--- config.mk ---
export PLATFORM = sky130hd
export DESIGN_NAME = ahb_manager_arbiter
export DESIGN_NICKNAME = d
export VERILOG_FILES = /design/src/rtl/ahb_manager_arbiter.sv
export SDC_FILE = /design/constraint.sdc
export NUM_CORES = 1
export LEC_CHECK = 0
export BUFFER_PORTS_ARGS = -buffer_cell sky130_fd_sc_hd__buf_2
export CORE_MARGIN = 5
export CORE_UTILIZATION = 48
export DETAILED_ROUTE_END_ITERATION = 6
export PLACE_DENSITY_LB_ADDON = 0.08
export SYNTH_ARGS = -nofsm -noshare
export SYNTH_HDL_FRONTEND = slang
export SYNTH_SLANG_ARGS = --single-unit
--- constraint.sdc ---
create_clock -name HCLK -period 3.61 [get_ports HCLK]
set_input_delay 0.361 -clock HCLK [delete_from_list [all_inputs] [get_ports HCLK]]
set_output_delay 0.361 -clock HCLK [all_outputs]
set_load 0.005 [all_outputs]
--- src/rtl/ahb_manager_arbiter.sv ---
// rtl/ahb_manager_arbiter.sv - IFU/LSU AHB manager arbiter with address-phase capture and burst hold
`timescale 1ns/1ps
module ahb_manager_arbiter #(
    parameter int PA_BITS = 34,
    parameter int AHBW    = 64
) (
    input  logic                 HCLK,
    input  logic                 HRESET,
    input  logic [PA_BITS-1:0]   IFUHADDR,
    input  logic [1:0]           IFUHTRANS,
    input  logic [2:0]           IFUHSIZE,
    input  logic [2:0]           IFUHBURST,
    output logic                 IFUHREADY,
    input  logic [PA_BITS-1:0]   LSUHADDR,
    input  logic [1:0]           LSUHTRANS,
    input  logic                 LSUHWRITE,
    input  logic [2:0]           LSUHSIZE,
    input  logic [2:0]           LSUHBURST,
    input  logic [AHBW-1:0]      LSUHWDATA,
    input  logic [AHBW/8-1:0]    LSUHWSTRB,
    output logic                 LSUHREADY,
    input  logic                 HREADY,
    output logic [PA_BITS-1:0]   HADDR,
    output logic [1:0]           HTRANS,
    output logic                 HWRITE,
    output logic [2:0]           HSIZE,
    output logic [2:0]           HBURST,
    output logic [AHBW-1:0]      HWDATA,
    output logic [AHBW/8-1:0]    HWSTRB
);

    localparam logic [1:0] TR_IDLE   = 2'b00;
    localparam logic [1:0] TR_BUSY   = 2'b01;
    localparam logic [1:0] TR_NONSEQ = 2'b10;
    localparam logic [2:0] BURST_INCR = 3'b001;

    typedef enum logic [1:0] {ST_IDLE = 2'd0, ST_IFU = 2'd1, ST_LSU = 2'd2} state_e;
    typedef enum logic [1:0] {DO_NONE = 2'd0, DO_IFU = 2'd1, DO_LSU = 2'd2} data_own_e;

    state_e              state_q, state_d;
    data_own_e           down_q, down_d;
    logic                dwrite_q, dwrite_d;
    logic                last_lsu_q, last_lsu_d;
    logic [4:0]          cnt_q, cnt_d;
    logic                incr_q, incr_d;

    logic                pend_ifu_q, pend_ifu_d;
    logic [PA_BITS-1:0]  ifu_addr_q, ifu_addr_d;
    logic [2:0]          ifu_size_q, ifu_size_d;
    logic [2:0]          ifu_burst_q, ifu_burst_d;

    logic                pend_lsu_q, pend_lsu_d;
    logic [PA_BITS-1:0]  lsu_addr_q, lsu_addr_d;
    logic                lsu_write_q, lsu_write_d;
    logic [2:0]          lsu_size_q, lsu_size_d;
    logic [2:0]          lsu_burst_q, lsu_burst_d;

    logic                req_ifu, req_lsu;
    logic                own_ifu, own_lsu;
    logic [4:0]          first_len;

    function automatic logic [4:0] burst_len(input logic [2:0] b);
        case (b)
            3'b010, 3'b011: burst_len = 5'd4;
            3'b100, 3'b101: burst_len = 5'd8;
            3'b110, 3'b111: burst_len = 5'd16;
            default:        burst_len = 5'd1;
        endcase
    endfunction

    // Address-phase owner: registered state, or a same-cycle grant when idle.
    always_comb begin
        req_ifu = ~HRESET & (pend_ifu_q | (IFUHTRANS == TR_NONSEQ));
        req_lsu = ~HRESET & (pend_lsu_q | (LSUHTRANS == TR_NONSEQ));
        own_ifu = 1'b0;
        own_lsu = 1'b0;
        case (state_q)
            ST_IFU: own_ifu = 1'b1;
            ST_LSU: own_lsu = 1'b1;
            default: begin
                if (req_ifu && req_lsu) begin
                    own_ifu = last_lsu_q;
                    own_lsu = ~last_lsu_q;
                end else begin
                    own_ifu = req_ifu;
                    own_lsu = req_lsu;
                end
            end
        endcase
    end

    always_comb begin
        HADDR  = '0;
        HTRANS = TR_IDLE;
        HWRITE = 1'b0;
        HSIZE  = 3'b000;
        HBURST = 3'b000;
        if (own_ifu) begin
            if (pend_ifu_q) begin
                HADDR  = ifu_addr_q;
                HTRANS = TR_NONSEQ;
                HSIZE  = ifu_size_q;
                HBURST = ifu_burst_q;
            end else begin
                HADDR  = IFUHADDR;
                HTRANS = IFUHTRANS;
                HSIZE  = IFUHSIZE;
                HBURST = IFUHBURST;
            end
        end else if (own_lsu) begin
            if (pend_lsu_q) begin
                HADDR  = lsu_addr_q;
                HTRANS = TR_NONSEQ;
                HWRITE = lsu_write_q;
                HSIZE  = lsu_size_q;
                HBURST = lsu_burst_q;
            end else begin
                HADDR  = LSUHADDR;
                HTRANS = LSUHTRANS;
                HWRITE = LSUHWRITE;
                HSIZE  = LSUHSIZE;
                HBURST = LSUHBURST;
            end
        end
        if ((down_q == DO_LSU) && dwrite_q) begin
            HWDATA = LSUHWDATA;
            HWSTRB = LSUHWSTRB;
        end else begin
            HWDATA = '0;
            HWSTRB = '0;
        end
        IFUHREADY = HREADY & ~pend_ifu_q;
        LSUHREADY = HREADY & ~pend_lsu_q;
    end

    always_comb begin
        state_d     = state_q;
        down_d      = down_q;
        dwrite_d    = dwrite_q;
        last_lsu_d  = last_lsu_q;
        cnt_d       = cnt_q;
        incr_d      = incr_q;
        pend_ifu_d  = pend_ifu_q;
        ifu_addr_d  = ifu_addr_q;
        ifu_size_d  = ifu_size_q;
        ifu_burst_d = ifu_burst_q;
        pend_lsu_d  = pend_lsu_q;
        lsu_addr_d  = lsu_addr_q;
        lsu_write_d = lsu_write_q;
        lsu_size_d  = lsu_size_q;
        lsu_burst_d = lsu_burst_q;
        first_len   = burst_len(HBURST);

        if (HREADY) begin
            // A non-owner sees its NONSEQ accepted here, so it must be held.
            if (!own_ifu && !pend_ifu_q && (IFUHTRANS == TR_NONSEQ)) begin
                pend_ifu_d  = 1'b1;
                ifu_addr_d  = IFUHADDR;
                ifu_size_d  = IFUHSIZE;
                ifu_burst_d = IFUHBURST;
            end else if (own_ifu && pend_ifu_q) begin
                pend_ifu_d = 1'b0;
            end
            if (!own_lsu && !pend_lsu_q && (LSUHTRANS == TR_NONSEQ)) begin
                pend_lsu_d  = 1'b1;
                lsu_addr_d  = LSUHADDR;
                lsu_write_d = LSUHWRITE;
                lsu_size_d  = LSUHSIZE;
                lsu_burst_d = LSUHBURST;
            end else if (own_lsu && pend_lsu_q) begin
                pend_lsu_d = 1'b0;
            end

            if ((state_q == ST_IDLE) && (own_ifu || own_lsu)) begin
                last_lsu_d = own_lsu;
            end

            if (HTRANS == TR_IDLE) begin
                down_d   = DO_NONE;
                dwrite_d = 1'b0;
            end else begin
                down_d   = own_lsu ? DO_LSU : DO_IFU;
                dwrite_d = HWRITE;
            end

            if (!(own_ifu || own_lsu) || (HTRANS == TR_IDLE)) begin
                state_d = ST_IDLE;
                cnt_d   = 5'd0;
                incr_d  = 1'b0;
            end else if (HTRANS == TR_BUSY) begin
                state_d = state_q;
            end else if (state_q == ST_IDLE) begin
                if (HBURST == BURST_INCR) begin
                    incr_d  = 1'b1;
                    cnt_d   = 5'd0;
                    state_d = own_lsu ? ST_LSU : ST_IFU;
                end else begin
                    incr_d  = 1'b0;
                    cnt_d   = first_len - 5'd1;
                    state_d = (first_len == 5'd1) ? ST_IDLE : (own_lsu ? ST_LSU : ST_IFU);
                end
            end else if (!incr_q) begin
                cnt_d = cnt_q - 5'd1;
                if (cnt_q == 5'd1) begin
                    state_d = ST_IDLE;
                end
            end
        end
    end

    always_ff @(posedge HCLK or posedge HRESET) begin
        if (HRESET) begin
            state_q     <= ST_IDLE;
            down_q      <= DO_NONE;
            dwrite_q    <= 1'b0;
            last_lsu_q  <= 1'b0;
            cnt_q       <= 5'd0;
            incr_q      <= 1'b0;
            pend_ifu_q  <= 1'b0;
            ifu_addr_q  <= '0;
            ifu_size_q  <= 3'b000;
            ifu_burst_q <= 3'b000;
            pend_lsu_q  <= 1'b0;
            lsu_addr_q  <= '0;
            lsu_write_q <= 1'b0;
            lsu_size_q  <= 3'b000;
            lsu_burst_q <= 3'b000;
        end else begin
            state_q     <= state_d;
            down_q      <= down_d;
            dwrite_q    <= dwrite_d;
            last_lsu_q  <= last_lsu_d;
            cnt_q       <= cnt_d;
            incr_q      <= incr_d;
            pend_ifu_q  <= pend_ifu_d;
            ifu_addr_q  <= ifu_addr_d;
            ifu_size_q  <= ifu_size_d;
            ifu_burst_q <= ifu_burst_d;
            pend_lsu_q  <= pend_lsu_d;
            lsu_addr_q  <= lsu_addr_d;
            lsu_write_q <= lsu_write_d;
            lsu_size_q  <= lsu_size_d;
            lsu_burst_q <= lsu_burst_d;
        end
    end

endmodule

==> impl_summary.txt <==
----------------------------------------------------
[Global route]
  Global-route wire length before repair ... 27.1 mm
  Total track usage ... 23.2%
  Sum of overflow across all layers after global routing ... 0
  Number of antenna violations at the first check in global routing ... 9
  Via count of the first global-routing pass ... 5218
  Pin count of the biggest net entering global routing ... 88

[Pwr]
  Power density over cell area ... 698 nW/um2
  Relative contribution of the clock network to total power ... 19.0%
  Cell Int Power ... 3590 uW
  Peak supply drop ... 353 uV
  Pleak ... 0.00421 uW
  Proportion of total power due to net switching ... 34.1%
  Combinational share of power ... 45.3%
  Sequential Power Share ... 35.8%
  Net switching component of the power ... 1860 uW

[Synthesis]
  Async set-or-reset flop fraction in the synthesized netlist ... 100%
  Most area-hungry cell type in the Yosys netlist ... dfrtp_1
  Prevailing post-synth register cell ... dfrtp_1
  Number of distinct library cells after synthesis ... 53
  Number of synthesized flops with an enable pin ... 0
  Cell types with the largest area share after synthesis ... dfrtp_1 39%, mux2_4 19%, mux2i_1 13%
  Synthesized netlist net count ... 673
  Post-Synthesis Mean Instance Area ... 11.9 um2
  Summed instance area of the synthesized netlist ... 6030 um2
  Sequential cell area fraction in the yosys report ... 39.4%
  Portion of synthesized cell area occupied by the leading cell type ... 39.4%
  Count of synthesis-stage warnings from yosys ... 0
  Flop and latch count out of synthesis ... 95
  Synthesized instance count ... 508

[Timing]
  Clock skew ... 0.00454 ns
  Final critical-path share of the clock period ... 85.2%
  Worst rel slew slack ... 26.8%
  Slew of the pin with the lowest slew margin ... 1.10 ns
  Fin crit period ... 3.07 ns
  RSZ-0062 raised after global routing ... false
  Total setup violations reported at the end of the flow ... 0
  Setup tns final ... 0 ns
  Timing-limited maximum frequency ... 0.325 GHz
  Final Slew Violations ... 0
  Final hold violation count ... 0

[Layout]
  Fraction of final layout cells sized beyond drive strength 1 ... 51.4%
  Final net count ... 933
  Count of fill cells added during filler insertion ... 1076
  Storage cell area ... 2380 um2
  Utilization after layout ... 62.7%
  Multi-input gate area in the final layout ... 3360 um2
  Layout overhead on the synthesized area ... 29.5%

[Critical path]
  Critical R2R Launch ... state_q[1]
  Cell with the largest stage delay on the worst path ... o21a_2
  Data required, critical path ... 3.25 ns
  Largest fanout of any net on the critical path ... 43
  Cell-by-cell listing of the critical path ... inv_1, ha_1, nor2_2, o21ai_2, o21a_2, o22ai_1, buf_2
  Capture instance of the worst register-to-register path ... cnt_q[2]
  Critical path's largest stage delay ... 0.73 ns
  Arrival time reported for the critical path endpoint ... 2.71 ns
  Worst R2R Path Depth ... 8
  Reg-to-reg slack, setup ... 0.89 ns
  Crit end category ... output pin
  Startpoint type of the worst setup path ... flop
  Setup CP Type ... flop to output pin

[Clock network]
  Level count of the clock H-tree ... 3
  Clock Tree Root ... clkbuf_16
  CTS max path bufs ... 2
  Clock-pin slew of the registers on the worst-case setup and hold paths ... 0.07 ns
  Inserted Clock Buffers ... 9
  Total of cells resized after clock tree synthesis ... 0
  Skew-Pair Late Insertion Delay ... 0.34 ns
  TritonCTS Sinks ... 95
  Post-CTS setup buffer count ... 0
  CTS tree ... built
  Post-CTS Hold Buffers ... 0

[Floorplan]
  Starting density of the core ... 48.4%
  I/O Pins ... 277
  Die W ... 122 um
  Die Y ... 122 um
  Num rows ... 41
  Core outline area ... 12500 um2
  Full die area ... 14900 um2

[Drt]
  Iter 0 DRT Violations ... 148
  Average wire length per cell after detail routing ... 18.6 um
  Final antenna-violating net count ... 0
  Via count ... 5039
  Average via count per standard cell ... 5.29
  DRC violations left ... 0
  Overall routed net length ... 17.7 mm
  Drt first pass iters ... 6

[Placed design]
  HPWL Detailed ... 13.4 mm
  Count of port buffers added during placement ... 276
  Placer Congestion ... 0.837

[Min path]
  End of the worst hold path ... lsu_addr_q[14]
  Worst hold path cell count ... 2
  Worst hold path class ... input port to flop
  Hold path startpoint ... LSUHADDR[14]

[Status]
  Result of the run ... finished, final reports clean

[Run]
  Number of violations of the max-capacitance limit ... 0

----------------------------------------------------
## cell usage in the layout, fill, tap and decap left out, types with 5 or more instances in the layout
master | Yosys | layout
clkbuf_16 | 0 | 9
nor2_1 | 7 | 7
buf_4 | 3 | 8
diode_2 | 0 | 8
nand3_1 | 5 | 5
ha_1 | 5 | 5
inv_1 | 12 | 11
o21ai_0 | 11 | 11
dfrtp_1 | 95 | 93
nand2_1 | 9 | 9
and2_1 | 76 | 76
mux2_4 | 78 | 78
mux2i_1 | 81 | 81
o22ai_1 | 42 | 42
buf_2 | 6 | 276
## layer usage
layer	vias up	share of wire [%]	track usage [%]
met5	-	0.073	0
met4	2	1.9	11.1
met3	25	8.0	5.20
met2	207	51	39.8
met1	2454	39	27.7
li1	2351	-	-
## cell type report
cell class | count | share of cell area [%]
multi-input cells | 365 | 43.1
well taps | 172 | 2.76
inverters | 12 | 0.609
diodes | 8 | 0.256
flip-flops and latches | 95 | 30.5
clock buffers | 9 | 2.88
clock inverters | 7 | 1.25
repair buffers | 285 | 18.7
## worst max-delay path by stage
| stage | from | to | slack, ns |
|---|---|---|---|
| after floorplan | HRESET | cnt_q[0] | 0.77 |
| after global placement | state_q[0] | HBURST[2] | 0.99 |
| after detailed placement | state_q[0] | cnt_q[2] | 0.89 |
| after CTS | state_q[1] | HBURST[2] | 0.53 |
| after global routing | state_q[1] | HBURST[0] | 0.37 |
| final | state_q[1] | HBURST[2] | 0.54 |
## sequential cells by signal (all words and copies together), names as in the netlist, 3 cells and up
signal       count
ifu_size_q       3
ifu_burst_q      3
lsu_addr_q      34
cnt_q            5
lsu_size_q       3
lsu_burst_q      3
ifu_addr_q      34
## power by group through the flow
stage          Sequential (uW)  Combinational, uW  Clock, uW
2_1_floorplan             1790               1960          0
3_3_place_gp              1920               2420          0
3_5_place_dp              1950               2470          0
4_1_cts                   1950               2480       1050
5_1_grt                   2020               2660       1100
6_report                  1950               2470       1030
## cells by family (layout without fill, tap and decap cells)
kind of cell	after synthesis	count (layout)	synth area share (%)
compound gates	77	77	8.94
fa+ha+maj	5	5	1.04
buf+inv	48	313	4.92
flops	95	95	39.4
mux	162	162	33.4
other cells	0	8	0
simple gates	121	121	12.3
## critical path, delay by kind of cell, from the launching register on
family | cells | cell delay (ns)
AOI/OAI and AO/OA | 3 | 1.11
adders and majority gates | 1 | 0.46
DFF | 1 | 0.38
buffers and inverters | 2 | 0.28
and+or+nand+nor | 1 | 0.13
## cells in the mapped netlist (2+ instances only)
cell type  count
dfrtp_1       95
mux2i_1       81
mux2_4        78
and2_1        76
o22ai_1       42
clkbuf_1      13
inv_1         12
o21ai_0       11
nand2_1        9
nor2_1         7
buf_2          6
buf_1          5
buf_6          5
ha_1           5
nand3_1        5
o21a_1         4
and3_1         3
buf_12         3
buf_4          3
mux2_2         3
nand3b_1       3
nor3_1         3
a21oi_1        2
a31oi_1        2
nand2b_1       2
nand4_1        2
o21ai_2        2
## metrics by stage
step	std cells	hold slack, ns	power [uW]	worst slack, ns	instance area, um2
finish	953	0.262	5450	0.536	7810
global route	953	0.250	5780	0.370	7810
CTS	945	0.255	5480	0.532	7790
detailed placement	929	0.493	4420	0.891	7470
global placement	929	0.489	4350	0.992	7470
floorplan	508	0.467	3750	0.772	6030
No activity file was read; power rests on OpenSTA's default activity.
